## src/rtl/cordic_rr_scheduler.sv

```systemverilog
// cordic_rr_scheduler: round-robin front end that shares one pipelined CORDIC
// vectoring core among NUM_REQ requesters. Each issued sample carries a tag
// (valid + source id) through a delay line matched to the core, so results
// come back to the right requester PIPE_LAT+1 cycles after the grant.
// Optional feature macro: CORDIC_SCHED_STATS_EN (issue/done counters + stat_clr).
module cordic_rr_scheduler #(
    parameter int DATA_WIDTH = 15,
    parameter int NUM_REQ    = 4,
    parameter int PIPE_LAT   = 13
) (
    input  logic                             clk,
    input  logic                             rst,
    input  logic                             enable,
    input  logic [NUM_REQ-1:0]               req_valid,
    output logic [NUM_REQ-1:0]               req_ready,
    input  logic [NUM_REQ*DATA_WIDTH-1:0]    req_X,
    input  logic [NUM_REQ*DATA_WIDTH-1:0]    req_Y,
    output logic [DATA_WIDTH-1:0]            cordic_in_X,
    output logic [DATA_WIDTH-1:0]            cordic_in_Y,
    input  logic [DATA_WIDTH-1:0]            cordic_X,
    input  logic [DATA_WIDTH-1:0]            cordic_Y,
    input  logic [DATA_WIDTH-1:0]            cordic_th,
    output logic                             rsp_valid,
    output logic [$clog2(NUM_REQ)-1:0]       rsp_id,
    output logic [DATA_WIDTH-1:0]            rsp_X,
    output logic [DATA_WIDTH-1:0]            rsp_Y,
    output logic [DATA_WIDTH-1:0]            rsp_theta,
    output logic                             busy
`ifdef CORDIC_SCHED_STATS_EN
    ,
    input  logic                             stat_clr,
    output logic [31:0]                      stat_issued,
    output logic [31:0]                      stat_done
`endif
);

    localparam int ID_W = $clog2(NUM_REQ);

    typedef enum logic [1:0] {
        IDLE,
        RUN,
        DRAIN
    } state_t;

    state_t               state;
    state_t               state_nxt;
    logic [ID_W-1:0]      ptr;
    logic                 grant_any;
    logic [ID_W-1:0]      grant_id;
    logic [ID_W-1:0]      idx;

    // The issue register travels with cordic_in_X/Y; the core captures those
    // one edge later, so tag_v/tag_id below are the PIPE_LAT stages that line
    // up with the core's own stages and tag_v[PIPE_LAT-1] meets its outputs.
    logic                 issue_v;
    logic [ID_W-1:0]      issue_id;
    logic [PIPE_LAT-1:0]  tag_v;
    logic [ID_W-1:0]      tag_id [PIPE_LAT];
    logic                 any_tag;

    assign any_tag = issue_v | (|tag_v);
    assign busy    = any_tag | (state != IDLE);

    // Round-robin grant: first valid requester at or after ptr, RUN only
    always_comb begin
        req_ready = '0;
        grant_any = 1'b0;
        grant_id  = '0;
        idx       = '0;
        if (state == RUN) begin
            for (int unsigned o = 0; o < NUM_REQ; o++) begin
                idx = ID_W'((32'(ptr) + o) % NUM_REQ);
                if (!grant_any && req_valid[idx]) begin
                    grant_any      = 1'b1;
                    grant_id       = idx;
                end
            end
            if (grant_any) begin
                req_ready[grant_id] = 1'b1;
            end
        end
    end

    // Next-state logic for the enable/drain control FSM
    always_comb begin
        state_nxt = state;
        case (state)
            IDLE:    if (enable) state_nxt = RUN;
            RUN:     if (!enable) state_nxt = DRAIN;
            DRAIN: begin
                if (enable)        state_nxt = RUN;
                else if (!any_tag) state_nxt = IDLE;
            end
            default: state_nxt = IDLE;
        endcase
    end

    // FSM state register
    always_ff @(posedge clk or negedge rst) begin
        if (!rst) state <= IDLE;
        else      state <= state_nxt;
    end

    // Issue stage: register the granted sample (or a zero bubble) and advance ptr
    always_ff @(posedge clk or negedge rst) begin
        if (!rst) begin
            ptr         <= '0;
            cordic_in_X <= '0;
            cordic_in_Y <= '0;
            issue_v     <= 1'b0;
            issue_id    <= '0;
        end else begin
            issue_v  <= grant_any;
            issue_id <= grant_id;
            if (grant_any) begin
                cordic_in_X <= req_X[grant_id*DATA_WIDTH +: DATA_WIDTH];
                cordic_in_Y <= req_Y[grant_id*DATA_WIDTH +: DATA_WIDTH];
                ptr         <= (32'(grant_id) == 32'(NUM_REQ - 1)) ? '0 : grant_id + 1'b1;
            end else begin
                cordic_in_X <= '0;
                cordic_in_Y <= '0;
            end
        end
    end

    // Tag delay line matching the core latency
    always_ff @(posedge clk or negedge rst) begin
        if (!rst) begin
            tag_v <= '0;
            for (int unsigned i = 0; i < PIPE_LAT; i++) tag_id[i] <= '0;
        end else begin
            tag_v     <= {tag_v[PIPE_LAT-2:0], issue_v};
            tag_id[0] <= issue_id;
            for (int unsigned i = 1; i < PIPE_LAT; i++) tag_id[i] <= tag_id[i-1];
        end
    end

    // Response register: capture core outputs when a tagged sample emerges
    always_ff @(posedge clk or negedge rst) begin
        if (!rst) begin
            rsp_valid <= 1'b0;
            rsp_id    <= '0;
            rsp_X     <= '0;
            rsp_Y     <= '0;
            rsp_theta <= '0;
        end else begin
            rsp_valid <= tag_v[PIPE_LAT-1];
            if (tag_v[PIPE_LAT-1]) begin
                rsp_id    <= tag_id[PIPE_LAT-1];
                rsp_X     <= cordic_X;
                rsp_Y     <= cordic_Y;
                rsp_theta <= cordic_th;
            end
        end
    end

`ifdef CORDIC_SCHED_STATS_EN
    // Issue/completion counters; clear wins over increment
    always_ff @(posedge clk or negedge rst) begin
        if (!rst) begin
            stat_issued <= '0;
            stat_done   <= '0;
        end else if (stat_clr) begin
            stat_issued <= '0;
            stat_done   <= '0;
        end else begin
            if (grant_any)          stat_issued <= stat_issued + 32'd1;
            if (tag_v[PIPE_LAT-1])  stat_done   <= stat_done + 32'd1;
        end
    end
`endif

endmodule

```

## config.mk

```make
export PLATFORM = sky130hd
export DESIGN_NAME = cordic_rr_scheduler
export DESIGN_NICKNAME = d
export VERILOG_FILES = /design/src/rtl/cordic_rr_scheduler.sv
export SDC_FILE = /design/constraint.sdc
export NUM_CORES = 1
export LEC_CHECK = 0
export BUFFER_PORTS_ARGS = -buffer_cell sky130_fd_sc_hd__buf_4
export CAP_MARGIN = 20
export CORE_ASPECT_RATIO = 1.2
export CORE_UTILIZATION = 49
export DETAILED_ROUTE_END_ITERATION = 8
export HOLD_SLACK_MARGIN = 0.03
export PLACE_DENSITY_LB_ADDON = 0.12
export SYNTH_ARGS = -nofsm -noshare
export SYNTH_HDL_FRONTEND = slang
export SYNTH_SLANG_ARGS = --single-unit
```

## constraint.sdc

```tcl
create_clock -name clk -period 5 [get_ports clk]
set_input_delay 0.75 -clock clk [delete_from_list [all_inputs] [get_ports clk]]
set_output_delay 0.75 -clock clk [all_outputs]
set_load 0.005 [all_outputs]
```

After elaboration in Yosys (flattened, before gate mapping). Index checks and enable logic that the tools add are counted.

Flip-flop bits (word level): 124.

$add $sub $neg: 4. Multipliers: 1. Magnitude comparators: 6. Equal/unequal tests: 6. Shift operators: 2. Multiplexer cells: 35. Bitwise logic cells: 2. Reductions and logical operators: 11.

Operator list (number): $shiftx 60x7->15 (2); $mux 15 (2); $mux 2 (11); $lt 2x3->1 const B (5); $mux 1 (14); $reduce_or 13->1 (1); $bmux 1 s2 (4); $mux 4 (2); $mul 2x4->6 const B (1); $pmux 2 s3 (1); $add 2x1->2 const B (2); $add 2x2->2 const B (2); $eq 2x2->1 const B (2); $logic_and 1x1->1 (4); $ne 2x2->1 const B (2); $logic_not 1->1 (3); $ne 3x3->1 const B (1); $reduce_and 3->1 (1); $demux 1 s2 (1); $eq 2x1->1 const B (1); $ge 2x1->1 const B (1); $logic_not 2->1 (1); $or 1x1->1 (2); $reduce_bool 2->1 (1).

Depth between registers and ports, before layout. Gate-level depths: netlist of run 1.

Word-level depth: 22. Mapped depth: 8. Gate-level depth less buffers: 5.

Worst setup path after synthesis of run 1. OpenSTA, ideal clock, no wires.

Kind: input port to output port. Start: input req_valid[2]. End: output req_ready[2]. Arrival: 1735 ps. Data required time: 4250 ps. Path slack: 2515 ps. Cell stages on the path: 5. Buffers on the path: 2. Cell sequence: nor4_1 -> or2_1 -> buf_6 -> clkbuf_1 -> nor3_1.

Longest elaborated chain between the ends: 22.

RTL lines: start, declared (line 14) `input logic [NUM_REQ-1:0] req_valid,`; $bmux 1 s2 (line 73) `if (!grant_any && req_valid[idx]) begin`; $mux 1 (not written as such) (line 73); $mux 1 (line 73); $mux 1 (line 70) `if (state == RUN) begin`; $logic_not 1->1 (line 73); $logic_and 1x1->1 (line 73); $mux 1 (line 73); $mux 1 (line 70); (+6 left out); $mux 2 (line 73); $mux 2 (line 70); $lt 2x3->1 (not written as such) / $ge 2x1->1 (equally long branches) (line 79) `req_ready[grant_id] = 1'b1;`; $logic_and 1x1->1 (not written as such) (line 79); $mux 1 (not written as such) (line 79); $demux 1 s2 (line 79); $mux 4 (*) (line 78) `if (grant_any) begin`; $mux 4 (*) (line 70); end, declared (line 15) `output logic [NUM_REQ-1:0] req_ready,`.

Every way passes the cells marked *; elsewhere a longest branch is shown, timed or not. The select of a mux whose other input is x is not followed.

Worst setup path in the final report of run 1.
Start: input req_valid[2]. End: output req_ready[3].

The elaborated chain is that of the path after synthesis.

==> impl_metrics.toml, run 1 <==
[timing]
finalMaxSlewViolations = 0
hold_violations = 0
setup_ws_ns = 1.92
max_freq_mhz = 324
tns_ns = 0
timing.final.crit_share_pct = 61.6
setup_viol = 0
tightest_slew_ns = 1.03
min_period_ns = 3.08
fin_skew_ns = 0.00683
relSlewSlack_pct = 31.2
rsz0062_at_grt = "false"

[hold_path]
holdPathStages = 0
hold_end = "tag_id[17]"
hold_path_class = "flip-flop to flip-flop"
worst_hold_startpoint = "tag_id[19]"

[clock_network]
cts_tree = "done"
htreeDepth = 4
insertion_delay_ns = 0.41
cts_root_buf = "clkbuf_16"
cts_hold_buffers = 0
post_cts_buffers = 0
cts_buffer_depth = 2
cts.clk_slew.worst_paths_ns = 0.06
post_cts_resized = 0
cts_buffers = 17
clock-sinks = 124

[layout]
area_growth_pct = 50.1
layout-drive-gt1-share_pct = 60.1
design_area_mm2 = 0.00765
nets = 781
insertedDiodeCount = 0
nFillCells = 666
fin_cells = 748

[job]
maxCapViolCount = 0

[drt]
post-route-drc-count = 0
first_pass_iters = 4
drt_iter0_drc = 161
ant_nets = 0
dr_total_vias = 4052
viasPerCell = 5.42
avgRoutedWirePerCell_um = 18.7
routed_wirelength_um = 14000

[power_and_ir_drop]
cellPowerDensity_mw_per_mm2 = 467
ir_drop_uv = 253
leakagePower_nw = 3.92
totalPowerFinal_mw = 3.57

[run_status]
status = "completed"

[die]
die_area_mm2 = 0.0108
ioPinCount = 255
num_rows = 40
initial_core_util_pct = 50.7
die_h_um = 114
die_w_um = 95.1
core_mm2 = 0.0101

[logic_synthesis]
synthArstFlopShare_pct = 100
synthesis.nets = 530
synth.avg_cell_area_um2 = 14.2
seq_area_frac_synth_pct = 60.9
synth_ff_type = "dfrtp_1"
synth-edff-count = 0
synth_warnings = 0
ys_ff_latch = 124
ys_types = 35
syn_area_mm2 = 0.00510
synthCells = 358

[critical_path]
crit_chain = "buf_4 -> nor4_1 -> or2_2 -> buf_4 -> nand4b_4 -> nor2_1 -> buf_4"
critPathMaxFanout = 36
startpoint_type = "primary input"
crit_family = "simple AND/OR/NAND/NOR gates"
required_ns = 4.25
r2r-end = "cordic_in_X[0]"
cp_slowest_cell = "buf_4"
end_kind = "output pin"
path_buf_inv = 3
crit_path_frequent_cell = "buf_4"
path_class = "primary input to output pin"
cp.arrival_ns = 2.33
slowest_delay_ns = 0.46
r2r-start = "state[1]"
r2r_setup_slack_ns = 2.51
r2r_cells = 7

[global_routing]
grt_max_degree = 79
grt_use_total_pct = 27.0
grt_overflow = 0
grt_pass1_vias = 4133
grt_pass1_wl_um = 21300
antenna_found_initial = 0

[place]
port-buffer-count = 254
dp_cells = 716
routabilityCongestion = 0.819
place_ws_ns = 1.92
dp_hpwl_um = 10000
placed_area_mm2 = 0.00700
==> report_power, final <==
| part | internal [mW] | switching (mW) |
|---|---|---|
| sequential | 1.20 | 0.114 |
| clock | 0.860 | 0.469 |
| combinational | 0.480 | 0.448 |
| total | 2.54 | 1.03 |
==> cell type report <==
type                            instances  area [µm²]  area share [%]
Clock buffer                           18         439            5.74
Clock inverter                         14         209            2.73
Inverter                                5        18.8           0.245
Multi-Input combinational cell        201        1770            23.1
Sequential cell                       124        3100            40.6
Tap cell                              126         158            2.06
Timing Repair Buffer                  260        1950            25.5
==> sequential cells by signal, summed over array words and instances (netlist names) <==
name and count:
tag_v 13, rsp_Y 15, issue_v 1, tag_id 26, issue_id 2, rsp_id 2, rsp_theta 15, rsp_valid 1
cordic_in_Y 15, state 2, cordic_in_X 15, ptr 2, rsp_X 15
==> cells by family after synthesis <==
family,Yosys count,synth area share (%)
flip-flops,124,60.9
multiplexers,78,16.5
AO/OA/AOI/OAI,68,12.7
AND/OR/NAND/NOR,53,5.18
buffers and inverters,33,4.42
XOR/XNOR,2,0.344
==> worst register-to-register path, cell delays in order, from the launching register on <==
cell      delay (ns)
dfrtp_1         0.40
nand2b_1        0.17
or2_2           0.29
buf_4           0.29
nand4b_4        0.43
buf_4           0.36
mux2i_1         0.20
a221oi_2        0.25
==> cell usage in the layout, fill, tap and decap left out <==
| master | count |
|---|---|
| nor2b_1 | 1 |
| xor2_1 | 1 |
| and3b_1 | 1 |
| dfrtp_1 | 123 |
| a21o_1 | 1 |
| o21ai_0 | 1 |
| dfrtp_2 | 1 |
| nand2b_1 | 2 |
| a221oi_1 | 1 |
| nor3_1 | 2 |
| bufinv_16 | 4 |
| nand4_1 | 1 |
| nand4b_4 | 1 |
| inv_1 | 5 |
| nor3b_1 | 1 |
| mux2_2 | 47 |
| o21a_1 | 1 |
| buf_4 | 260 |
| clkinv_4 | 5 |
| clkinv_2 | 1 |
| clkbuf_8 | 1 |
| a21boi_0 | 1 |
| a21oi_1 | 33 |
| clkbuf_16 | 17 |
| or2_2 | 3 |
| xnor2_1 | 1 |
| inv_8 | 2 |
| o22ai_2 | 1 |
| and3_1 | 2 |
| nand3_1 | 1 |
| mux2i_1 | 31 |
| a221oi_2 | 29 |
| inv_6 | 2 |
| nor4_1 | 4 |
| nand2_1 | 33 |
| nor2_1 | 1 |
==> cell usage after synthesis (2+ instances only) <==
cell type,number,share of area [%]
inv_1,5,0.37
nor3_1,2,0.20
mux2i_1,31,6.1
nand2b_1,2,0.25
a21oi_1,33,3.2
nand2_1,33,2.4
buf_12,3,1.2
buf_2,9,0.88
buf_6,4,0.88
dfrtp_1,124,61
buf_1,2,0.15
a221oi_2,29,8.5
and3_1,2,0.25
mux2_2,47,10
clkbuf_1,9,0.66
nor4_1,4,0.49
==> worst max-delay path by stage <==
stage / cells past startpoint / startpoint / slack, ns / endpoint
floorplan: 5 / req_valid[2] / 2.52 / req_ready[2]
global placement: 7 / req_valid[2] / 1.87 / req_ready[3]
detailed placement: 7 / req_valid[2] / 1.92 / req_ready[3]
CTS: 7 / req_valid[2] / 1.91 / req_ready[3]
global route: 7 / req_valid[2] / 1.83 / req_ready[3]
finish: 7 / req_valid[2] / 1.92 / req_ready[3]
==> per-stage QoR <==
stage               util (%)  hold slack, ns
floorplan                  -           0.331
global placement        69.6           0.336
detailed placement      69.6           0.336
CTS                     76.1           0.349
global route            76.1           0.350
finish                  76.1           0.343
==> metal layers <==
metal  track usage, %  part of all wire, %
met5                0                    0
met2             46.3                   52
met3             10.4                  9.4
met1             29.1                   35
met4             11.9                  3.4
Power figures use the tool's default switching activity.
==> inputs of run 2 (changes only) <==
Settings changed: ABC_AREA from default to 1, CORE_UTILIZATION 49 to 42.
Clock period 5 ns to 2.75 ns, I/O delays scaled along.
==> impl_metrics.toml, run 2 <==
[logic_synthesis]
synth.avg_cell_area_um2 = 8.18
syn_area_mm2 = 0.00538
yosysTopAreaCellShare_pct = 57.7
synth_area_leaders = "dfrtp_1, nand2_1, nor2_1, nand3_1, o21ai_0"
ys_top_cells_by_count = "nand2_1, dfrtp_1, nor2_1"
synth_compound_area_share_pct = 3.26
synth_xor_area_share_pct = 0.163
muxShareOfSynthArea_pct = 0
synthesis.nets = 830
synth_top_area_cell = "dfrtp_1"
synth_warnings = 0
ys_types = 28
synth-adder-area-share_pct = 0
synthCells = 658
synth-edff-count = 0
synthArstFlopShare_pct = 100
ys_ff_latch = 124
yosysMostFrequentCell = "nand2_1"
synth_top_family_by_area = "simple AND/OR/NAND/NOR gates"
synth_ff_type = "dfrtp_1"
seq_area_frac_synth_pct = 57.7
synth-simple-area-share_pct = 33.8

[drt]
drt_iter0_drc = 422
ant_nets = 0
avgRoutedWirePerCell_um = 13.5
first_pass_iters = 7
viasPerCell = 4.77
post-route-drc-count = 0
dr_total_vias = 5180
routed_wirelength_um = 14600

[layout]
nets = 1085
final_cell_mix = "nand2_1, buf_4, dfrtp_1"
final_common_cell = "nand2_1"
insertedDiodeCount = 0
area_growth_pct = 49.1
largest_register = "tag_id"
nFillCells = 1013
multi_input_area_mm2 = 0.00200
largest_reg_flops = 26
ff_latch_area_mm2 = 0.00310
layout-drive-gt1-share_pct = 34.8
design_area_mm2 = 0.00802

[die]
ioPinCount = 255
die_w_um = 105
core_mm2 = 0.0123
die_h_um = 126
die_area_mm2 = 0.0133
num_rows = 44
initial_core_util_pct = 43.8

[critical_path]
slowest_delay_ns = 0.46
path_class = "flip-flop to output pin"
crit_chain = "inv_2 -> nand2_2 -> nand2_4 -> nand2_1 -> nand2_2 -> nor2_4 -> nand3_2 -> nand2_4 -> nor2_8 -> inv_2 -> nand2_1 -> inv_1 -> buf_4"
cp.arrival_ns = 2.19
critPathMaxFanout = 13
required_ns = 2.34
cp_slowest_cell = "dfrtp_1"
startpoint_type = "flip-flop"
end_kind = "output pin"

[power_and_ir_drop]
totalPowerFinal_mw = 8.63
cellPowerDensity_mw_per_mm2 = 1080
switchingPower_mw = 3.22
ir_drop_uv = 713
leakagePower_nw = 4.43
p_comb_share_pct = 42.3
swShare_pct = 37.3
seqPwrFrac_pct = 34.1
pwr-share-clk_pct = 23.6
cellInternalPower_mw = 5.41

[timing]
max_freq_mhz = 384
relSlewSlack_pct = 61.4
hold_violations = 0
setup_viol = 0
finalMaxSlewViolations = 0
tightest_slew_ns = 0.579
fin_skew_ns = 0.0117
rsz0062_at_grt = "false"
timing.final.crit_share_pct = 94.7
min_period_ns = 2.61
tns_ns = 0

[hold_path]
hold_path_class = "primary input to flip-flop"

[global_routing]
antenna_found_initial = 0
grt_pass1_wl_um = 24200
grt_max_degree = 52
grt_use_total_pct = 23.1
grt_pass1_vias = 5101
grt_overflow = 0

[clock_network]
cts.clk_slew.worst_paths_ns = 0.06
htreeDepth = 4
insertion_delay_ns = 0.40
clock-sinks = 124
cts_root_buf = "clkbuf_16"
cts_buffer_depth = 2
cts_buffers = 17
cts_tree = "done"

[place]
placed_area_mm2 = 0.00740
dp_hpwl_um = 10800
port-buffer-count = 254
routabilityCongestion = 0.909

[run_status]
status = "completed"

[job]
maxCapViolCount = 0
-- run 2: cell types whose count changed after synthesis, moves of 12 or more --
cell,previous run,this run
a21oi_1,33,1
a221oi_2,29,0
buf_4,0,12
mux2_2,47,0
mux2i_1,31,0
nand2_1,33,325
nand3_1,1,37
nor2_1,1,63
o21ai_0,1,25
-- run 2: kinds of logic (layout without fill, tap and decap cells) --
group,after synthesis,in the layout
flip-flops,124,124
buffers and inverters,52,320
AO/OA/AOI/OAI,34,34
AND/OR/NAND/NOR,447,447
XOR/XNOR,1,1
-- run 2: path summary, 6_finish.rpt --
check                             from               to  slack, ns  cells past startpoint
min                             enable         state[1]       0.18                      2
min reg2reg                issue_id[0]       tag_id[24]       0.34                      0
max reg2reg                     ptr[1]  cordic_in_Y[14]       0.48                     15
max                             ptr[1]     req_ready[2]       0.14                     13
max in group asynchronous          rst    rsp_theta[12]       1.39                      3
min in group asynchronous          rst         rsp_X[1]       0.56                      2
-- run 2: through the flow --
step                hold WS (ns)  utilization, %  setup WS [ns]  cells
CTS                        0.163            65.2         0.0143   1085
detailed placement         0.336            60.3          0.311   1048
floorplan                  0.117               -          0.772    658
global route               0.176            65.3         0.0126   1087
finish                     0.182            65.3          0.145   1087
global placement           0.337            60.3          0.435   1048
-- run 2: power by group through the flow --
stage | Combinational [mW] | Clock [mW] | Sequential (mW)
floorplan | 2.03 | 0 | 2.95
global placement | 3.48 | 0 | 2.94
detailed placement | 3.56 | 0 | 2.97
CTS | 3.63 | 2.11 | 2.95
global route | 4.07 | 2.18 | 3.05
finish | 3.65 | 2.04 | 2.95
-- run 2: area by class of cell --
cell class                      instances  area share [%]
Clock buffer                           19            5.65
Multi-Input combinational cell        482            25.0
Sequential cell                       124            38.7
Inverter                               17           0.889
Clock inverter                         13            1.34
Timing Repair Buffer                  271            26.0
Tap cell                              161            2.51
-- run 2: routing by layer --
metal	share of wire [%]	up-vias	GRT usage [%]
li1	-	2543	-
met4	1.8	0	7.71
met5	0	-	0
met2	51	243	39.3
met3	6.9	26	5.43
met1	41	2368	28.9
-- run 2: worst max-delay path: cells and delay by family, from the launching register on --
family	cells	cell delay, ns
simple gates	9	0.92
buf+inv	4	0.41
flops	1	0.46
-- run 2: what timing repair did --
action / 4_1_cts / 5_1_grt
hold endpoints to repair: 38 / 0
gates cloned: 0 / 0
endpoints found under the setup margin: 3 / 2
gates resized for setup: 1 / 2
hold buffers: 1 / 0
buffers inserted: 4 / 2
pin swaps: 1 / 1
